### config.mk
export PLATFORM = sky130hd
export DESIGN_NAME = vga_scan_generator
export DESIGN_NICKNAME = d
export VERILOG_FILES = /design/src/rtl/vga_scan_generator.sv
export SDC_FILE = /design/constraint.sdc
export NUM_CORES = 1
export LEC_CHECK = 0
export CAP_MARGIN = 20
export CELL_PAD_IN_SITES_DETAIL_PLACEMENT = 1
export CELL_PAD_IN_SITES_GLOBAL_PLACEMENT = 1
export CORE_UTILIZATION = 43
export DETAILED_ROUTE_END_ITERATION = 8
export GPL_TIMING_DRIVEN = 0
export PLACE_DENSITY = 0.87
export SYNTH_ARGS = -nofsm -noshare
export SYNTH_HDL_FRONTEND = slang
export SYNTH_SLANG_ARGS = --single-unit
### constraint.sdc
create_clock -name Clk -period 4.7 [get_ports Clk]
set_input_delay 0.94 -clock Clk [delete_from_list [all_inputs] [get_ports Clk]]
set_output_delay 0.94 -clock Clk [all_outputs]
set_load 0.01 [all_outputs]
### src/rtl/vga_scan_generator.sv
// vga_scan_generator: 640x480@60 raster timing from a 50 MHz clock.
// A toggling pixel enable divides Clk by two and advances the h/v scan counters.
// Sync and blank are derived from the counters, then delayed to line up with
// the colour mapper's registered pixel data.
//
// Ports:
//   Clk, Reset_n   - system clock, async active-low reset
//   VGA_CLK        - 25 MHz pixel clock to the DAC
//   VGA_HS, VGA_VS - active-low syncs, delayed PIPE_DELAY pixels
//   VGA_BLANK_N    - high while the delayed pixel is visible
//   VGA_SYNC_N     - tied low
//   DrawX, DrawY   - undelayed scan position
//   frame_start    - one-Clk pulse at frame wrap
//   frame_count    - frames completed since reset (wraps)
module vga_scan_generator #(
    parameter int H_VISIBLE  = 640,
    parameter int H_FRONT    = 16,
    parameter int H_SYNC     = 96,
    parameter int H_BACK     = 48,
    parameter int V_VISIBLE  = 480,
    parameter int V_FRONT    = 10,
    parameter int V_SYNC     = 2,
    parameter int V_BACK     = 33,
    parameter int PIPE_DELAY = 1
) (
    input  logic        Clk,
    input  logic        Reset_n,
    output logic        VGA_CLK,
    output logic        VGA_HS,
    output logic        VGA_VS,
    output logic        VGA_BLANK_N,
    output logic        VGA_SYNC_N,
    output logic [9:0]  DrawX,
    output logic [9:0]  DrawY,
    output logic        frame_start,
    output logic [15:0] frame_count
);

    localparam int H_TOTAL = H_VISIBLE + H_FRONT + H_SYNC + H_BACK;
    localparam int V_TOTAL = V_VISIBLE + V_FRONT + V_SYNC + V_BACK;
    localparam int DEPTH   = PIPE_DELAY + 1;

    localparam logic [9:0] H_LAST = 10'(H_TOTAL - 1);
    localparam logic [9:0] V_LAST = 10'(V_TOTAL - 1);
    localparam logic [9:0] H_VIS  = 10'(H_VISIBLE);
    localparam logic [9:0] V_VIS  = 10'(V_VISIBLE);
    localparam logic [9:0] HS_LO  = 10'(H_VISIBLE + H_FRONT);
    localparam logic [9:0] HS_HI  = 10'(H_VISIBLE + H_FRONT + H_SYNC);
    localparam logic [9:0] VS_LO  = 10'(V_VISIBLE + V_FRONT);
    localparam logic [9:0] VS_HI  = 10'(V_VISIBLE + V_FRONT + V_SYNC);

    logic             pix_en;
    logic             vga_clk_q;
    logic [9:0]       h_count;
    logic [9:0]       v_count;
    logic [9:0]       h_next;
    logic [9:0]       v_next;
    logic             h_wrap;
    logic             v_wrap;
    logic             frame_wrap;
    logic             hs_raw;
    logic             vs_raw;
    logic             blank_raw_n;
    logic [15:0]      fc_q;
    logic [DEPTH-1:0] hs_pipe;
    logic [DEPTH-1:0] vs_pipe;
    logic [DEPTH-1:0] blank_pipe;

    always_comb begin
        h_wrap     = (h_count == H_LAST);
        v_wrap     = (v_count == V_LAST);
        frame_wrap = pix_en && h_wrap && v_wrap;
        h_next     = h_count;
        v_next     = v_count;
        if (pix_en) begin
            if (h_wrap) begin
                h_next = '0;
                v_next = v_wrap ? '0 : v_count + 10'd1;
            end else begin
                h_next = h_count + 10'd1;
            end
        end
        // Raw terms use the count being loaded this edge, so stage 0
        // carries no extra pixel of delay relative to DrawX/DrawY.
        hs_raw      = !((h_next >= HS_LO) && (h_next < HS_HI));
        vs_raw      = !((v_next >= VS_LO) && (v_next < VS_HI));
        blank_raw_n = (h_next < H_VIS) && (v_next < V_VIS);
    end

    always_ff @(posedge Clk or negedge Reset_n) begin
        if (!Reset_n) begin
            pix_en      <= 1'b0;
            vga_clk_q   <= 1'b1;
            h_count     <= '0;
            v_count     <= '0;
            frame_start <= 1'b0;
            fc_q        <= '0;
            hs_pipe     <= '1;
            vs_pipe     <= '1;
            blank_pipe  <= '0;
        end else begin
            pix_en      <= ~pix_en;
            // Holds the complement of the new pix_en value.
            vga_clk_q   <= pix_en;
            h_count     <= h_next;
            v_count     <= v_next;
            frame_start <= frame_wrap;
            if (frame_wrap) begin
                fc_q <= fc_q + 16'd1;
            end
            // Stage 0 reloads every Clk (stable between pixel enables);
            // later stages advance one pixel at a time.
            hs_pipe[0]    <= hs_raw;
            vs_pipe[0]    <= vs_raw;
            blank_pipe[0] <= blank_raw_n;
            if (pix_en) begin
                for (int k = 1; k < DEPTH; k++) begin
                    hs_pipe[k]    <= hs_pipe[k-1];
                    vs_pipe[k]    <= vs_pipe[k-1];
                    blank_pipe[k] <= blank_pipe[k-1];
                end
            end
        end
    end

    assign VGA_CLK     = vga_clk_q;
    assign VGA_HS      = hs_pipe[DEPTH-1];
    assign VGA_VS      = vs_pipe[DEPTH-1];
    assign VGA_BLANK_N = blank_pipe[DEPTH-1];
    assign VGA_SYNC_N  = 1'b0;
    assign DrawX       = h_count;
    assign DrawY       = v_count;
    assign frame_count = fc_q;

endmodule

==> results of run 1 <==
## how the worst max path moves through the flow
stage	endpoint	slack (ns)
finish	DrawX[6]	2.40
global route	vs_pipe[0]	2.30
CTS	DrawY[2]	2.39
detailed placement	blank_pipe[0]	2.52
global placement	frame_count[8]	1.51
floorplan	blank_pipe[0]	2.71
## layer usage
metal | routed length [µm] | track usage [%]
met1 | 2352 | 28.15
met2 | 2635 | 36.49
met3 | 194 | 3.841
met4 | 89 | 8.120
met5 | 0 | 0
## power by group
| group | leakage (nW) | switching [mW] | internal (mW) | total, mW |
|---|---|---|---|---|
| Combinational | 0.621 | 0.00812 | 0.00249 | 0.0106 |
| Sequential | 0.587 | 0 | 0.387 | 0.387 |
| Clock | 0.0585 | 0.124 | 0.173 | 0.298 |
## metrics by stage
step | utilization [%] | std cells | power, mW
floorplan | - | 205 | 0.3956
global placement | 56.10 | 314 | 0.4039
detailed placement | 56.42 | 315 | 0.4059
CTS | 58.83 | 323 | 0.7012
global route | 58.83 | 323 | 0.7185
finish | 58.83 | 323 | 0.6951
## final cells by class
cell class,count,area (µm²),area share (%)
Clock buffer,7,86.33,3.046
Buffer,7,52.55,1.854
Inverter,12,45.04,1.589
Clock inverter,1,30.03,1.060
Tap cell,67,83.83,2.958
Sequential cell,45,1132,39.96
Multi-Input combinational cell,141,968.4,34.17
Timing Repair Buffer,43,435.4,15.36
## logic make-up after synthesis
kind of cell,after synthesis
other,1
muxes,5
DFF,45
and+or+nand+nor,82
xor gates and xnor gates,22
adders and majority gates,4
buffers and inverters,19
AOI/OAI and AO/OA,27
## flip-flops by register name, summed over array words and instances (netlist names)
register,count
frame_start,1
pix_en,1
vs_pipe,2
hs_pipe,2
frame_count,16
DrawX,10
blank_pipe,2
VGA_CLK,1
DrawY,10
## Yosys cell counts, types with 2 or more instances
cell	instances
dfrtp_1	40
and3_1	4
ha_1	4
buf_6	2
and4_1	2
mux2_2	5
xnor2_1	14
dfstp_2	5
o21ai_0	11
buf_4	2
nor4_1	3
nor2_1	9
and3_2	2
nor3_1	8
a31oi_1	2
and4bb_2	2
inv_1	12
buf_2	3
a21oi_1	4
nand3_1	11
and2_1	2
nand4_1	12
xor2_1	8
nand2_1	16
==> run summary, run 1 <==
Synth Area in XOR/XNOR - 8.765%
Setup Fix Bufs, Post-CTS - 0
Die Y - 73.50 µm
Slew @ Worst Pin - 0.5524 ns
#FFs+latches synth - 45
Pre-CTS worst setup slack - 2.520 ns
Post-synthesis mux area share - 2.561%
Final Cell Area - 0.002834 mm²
Post-synth EDFFs - 0
Leakage - 1.266 nW
Hpwl dp - 3888 µm
Status - complete, no violations
Fin. Hold Viols - 0
Core area - 0.004817 mm²
Clk buf depth - 2
CTS root buf - clkbuf_8
Max-Cap Viols - 0
Hold-fix buffers at CTS - 0
Antenna cells - 0
DR vias - 1751
Power Dens Cells - 245.3 mW/mm²
CP Capture Type - primary output
Simple-gate portion of the synthesized area - 22.25%
Antenna violations before repair - 0
Largest stage delay, worst path - 0.59 ns
Crit-path cells - clkdlybuf4s50_1
RSZ-0062 raised after global routing - false
Hold-critical path depth - 0
Slew Viols, Final - 0
Final wirelength - 5270 µm
Largest area contributor in the netlist - dfrtp_1
CP Data Arrival Time - 1.36 ns
Largest family of logic cells by synthesized area - simple AND/OR/NAND/NOR gates
CTS tree - built
Avg Vias per Cell - 5.421
Hold EP - VGA_CLK
Layout Area Growth over Synthesis - 28.91%
Final #Nets - 261
Port Buffer Count - 42
Hold wc startpoint - pix_en
DRC viols - 0
DR iter-0 viols - 96
Row cnt - 25
TNS Setup - 0 ns
Final setup vio count - 0
Pin count of the biggest net entering global routing - 27
Die width - 73.50 µm
Pre-antenna DRT Iters - 4
Sequential share of the synthesized area - 51.51%
Gpl congestion - 0.8770
Clk_lat worst skew - 0.29 ns
R2R setup slack - 2.43 ns
Max stage delay cell, worst path - clkdlybuf4s50_1
Slew HR - 62.87%
Crit path max fanout - 7
Post-synthesis adder-cell area fraction - 2.277%
Final worst setup slack - 2.400 ns
Tcrit/Tclk final - 48.93%
Grt total ovfl - 0
Hold Slack - 0.4052 ns
Startpoint types - flop
Routed Antenna Nets - 0
RR Endpoint - blank_pipe[0]
Die area - 0.005402 mm²
Layout cells sized above 1 - 14.84%
Syn_area_per_cell - 10.72 µm²
Crit. path cell count - 1
Layout fillers - 544
Ys Warns - 0
CTS Sinks - 45
Reg2reg start - DrawX[0]
Most common cell after layout, fill and taps aside - clkdlybuf4s50_1
Top_reg_cell synth - dfrtp_1
Mapped cell area - 0.002198 mm²
# H-tree levels - 2
Unique masters post-synth - 46
Clock slew at reported path FFs - 0.08 ns
First-pass GRT wire length - 8818 µm
CTS Buf Count - 5
Placed cell area - 0.002718 mm²
Ports - 44
Commonest non-fill, non-tap cells in the layout - 41 x clkdlybuf4s50_1, 40 x dfrtp_1, 16 x nand2_1, 14 x xnor2_1
Critical Path Source - DrawX[6]
Vias in the first global route - 1812
Starting density of the core - 45.64%
Max Clk Rate - 434.8 MHz
Fin crit period - 2.300 ns
WP buf/inv - 1
R2r worst-path depth - 7
Fraction of the mapped netlist area in compound gates - 8.025%
Top delay family on crit path - buffers and inverters
Post-synth top area share - 45.53%
Syn_nets - 211
Tot GR Track Use - 21.77%
CP Data Required Time - 3.76 ns
Maximum vdd ir drop - 0.0001374 V
Cell count after synthesis - 205
Wire per inst - 16.32 µm
HP Class - reg -> reg
Synth async-reset ratio - 100.0%
Leading post-synthesis cells by cell area - dfrtp_1 46%, dfstp_2 6.0%, xnor2_1 5.6%
Layout Skew - 0.003832 ns
Post_cts resized - 0
Critical path type - reg -> out
Power figures use the tool's default switching activity.
==> run 2: changes to the inputs <==
CORE_UTILIZATION = 36   (was 43)
PLACE_DENSITY = 0.78   (was 0.87)
clock period = 1.9 ns   (was 4.7 ns; I/O delays follow)
==> run summary, run 2 (synthesis gave the netlist of run 1 again) <==
Status - complete, but fails checks
Failing checks - setup timing
CTS Sinks - 45 (unchanged)
RSZ-0062 raised after global routing - true
Vias in the first global route - 1831 (+1.0%)
Max Clk Rate - 509.0 MHz
Crit-path cells - inv_2 > ha_4 > and4bb_2 > and3_4 > or4_4 > a22oi_2 > a211oi_2
Layout fillers - 646 (+19%)
Crit path max fanout - 3 (-4)
Avg Vias per Cell - 5.241 (-3.3%)
Largest stage delay, worst path - 0.48 ns (-0.11 ns)
Antenna violations before repair - 0 (unchanged)
CTS Buf Count - 5 (unchanged)
Max-Cap Viols - 0 (unchanged)
Final wirelength - 6123 µm (+16%)
# H-tree levels - 2 (unchanged)
Layout cells sized above 1 - 30.07% (+15 points)
Ports - 44 (unchanged)
DR iter-0 viols - 104 (+8.3%)
CP Data Arrival Time - 2.15 ns (+0.79 ns)
Pre-antenna DRT Iters - 4 (unchanged)
Row cnt - 28 (+12%)
Starting density of the core - 37.13% (-8.5 points)
Clock slew at reported path FFs - 0.09 ns (about the same)
TNS Setup - -0.1180 ns (-0.1180 ns)
Fin. Hold Viols - 0 (unchanged)
Startpoint types - flop
Layout Area Growth over Synthesis - 45.76%
CTS tree - built
DRC viols - 0 (unchanged)
R2r worst-path depth - 7 (unchanged)
HP Class - reg -> reg
Placed cell area - 0.002740 mm² (+0.83%)
Fin crit period - 1.965 ns
DR vias - 1892 (+8.1%)
Leakage - 1.362 nW (+7.6%)
Die area - 0.006423 mm² (+19%)
Critical path type - reg -> reg
Routed Antenna Nets - 0 (unchanged)
Pin count of the biggest net entering global routing - 31 (+15%)
Layout Skew - 0.006686 ns (+0.002854 ns)
Clk buf depth - 2 (unchanged)
Die width - 80.15 µm (+9.0%)
Slew @ Worst Pin - 0.4994 ns (-0.05300 ns)
Hold-critical path depth - 1 (+1)
CTS root buf - clkbuf_8
CP Capture Type - flop
Die Y - 80.15 µm (+9.0%)
Power Dens Cells - 537.9 mW/mm² (+120%)
Commonest non-fill, non-tap cells in the layout - 41 x clkdlybuf4s50_1, 37 x dfrtp_1, 26 x buf_4, 16 x nand2_1, 14 x xnor2_1
Hpwl dp - 3809 µm (-2.0%)
CP Data Required Time - 2.09 ns (-1.67 ns)
Top delay family on crit path - simple AND/OR/NAND/NOR gates
Slew HR - 66.45% (+3.6 points)
Max stage delay cell, worst path - or4_4
Maximum vdd ir drop - 0.0003741 V (+170%)
Crit. path cell count - 7 (+6)
Wire per inst - 16.96 µm (+4.0%)
Largest register FFs - 16 (unchanged)
Clk_lat worst skew - 0.30 ns (about the same)
Antenna cells - 0 (unchanged)
Final setup vio count - 2 (+2)
Final Cell Area - 0.003204 mm² (+13%)
Final #Nets - 291 (+11%)
Port Buffer Count - 42 (unchanged)
Core area - 0.005921 mm² (+23%)
WP buf/inv - 1 (unchanged)
Grt total ovfl - 0 (unchanged)
Most common cell after layout, fill and taps aside - clkdlybuf4s50_1
Tot GR Track Use - 19.71% (-2.1 points)
Final worst setup slack - -0.06463 ns (-2.465 ns)
Pre-CTS worst setup slack - -0.1924 ns (-2.712 ns)
Gpl congestion - 0.7874 (-10%)
First-pass GRT wire length - 9404 µm (+6.6%)
Slew Viols, Final - 0 (unchanged)
Tcrit/Tclk final - 103.4%
## run 2: timing repair
action	4_1_cts	5_1_grt
endpoints found under the setup margin	19	18
pin swaps	9	7
hold buffers	1	0
endpoints found under the hold margin	3	0
gates cloned	1	0
setup buffers	22	6
resized for setup	7	23
## run 2: power breakdown
part | leakage, nW | internal, mW | total, mW | switching (mW)
registers | 0.582 | 0.957 | 0.957 | 0
clock network | 0.0554 | 0.395 | 0.738 | 0.343
logic | 0.724 | 0.00753 | 0.0283 | 0.0207
total | 1.36 | 1.36 | 1.72 | 0.364
## run 2: metal layers
layer  part of all wire, %  vias to the layer above  GRT usage (%)
met5                     0                        -              0
met2                    53                       31          34.36
met3                   2.5                        9          3.523
met1                    43                      961          25.20
li1                      -                      891              -
met4                   1.3                        0          4.821
## run 2: final cells by class
| cell class | count | area, µm² | area share [%] |
|---|---|---|---|
| buffer | 7 | 55.05 | 1.718 |
| multi-input combinational | 142 | 1092 | 34.09 |
| timing repair buffer | 72 | 670.6 | 20.93 |
| tap | 75 | 93.84 | 2.929 |
| sequential | 45 | 1136 | 35.45 |
| clock buffer | 6 | 72.57 | 2.265 |
| clock inverter | 2 | 38.79 | 1.210 |
| inverter | 12 | 45.04 | 1.406 |
## run 2: per-stage QoR
step                      util (%)  hold slack [ns]  total power, mW  cells
after floorplan                  -          0.08441           0.9786    205
after global placement       46.03           0.3770           0.9999    322
after detailed placement     46.28           0.3275            1.004    323
after CTS                    51.94           0.4797            1.733    355
after global routing         54.12           0.5119            1.782    361
final                        54.12           0.4844            1.724    361
## run 2: path summary, 6_finish.rpt
path,start,end,slack [ns]
max,DrawY[1],blank_pipe[0],-0.06
min,frame_count[15],frame_count[15],0.48
max reg2reg,DrawY[1],blank_pipe[0],-0.06
min reg2reg,frame_count[15],frame_count[15],0.48
max in group asynchronous,Reset_n,VGA_CLK,0.81
min in group asynchronous,Reset_n,DrawX[0],0.53
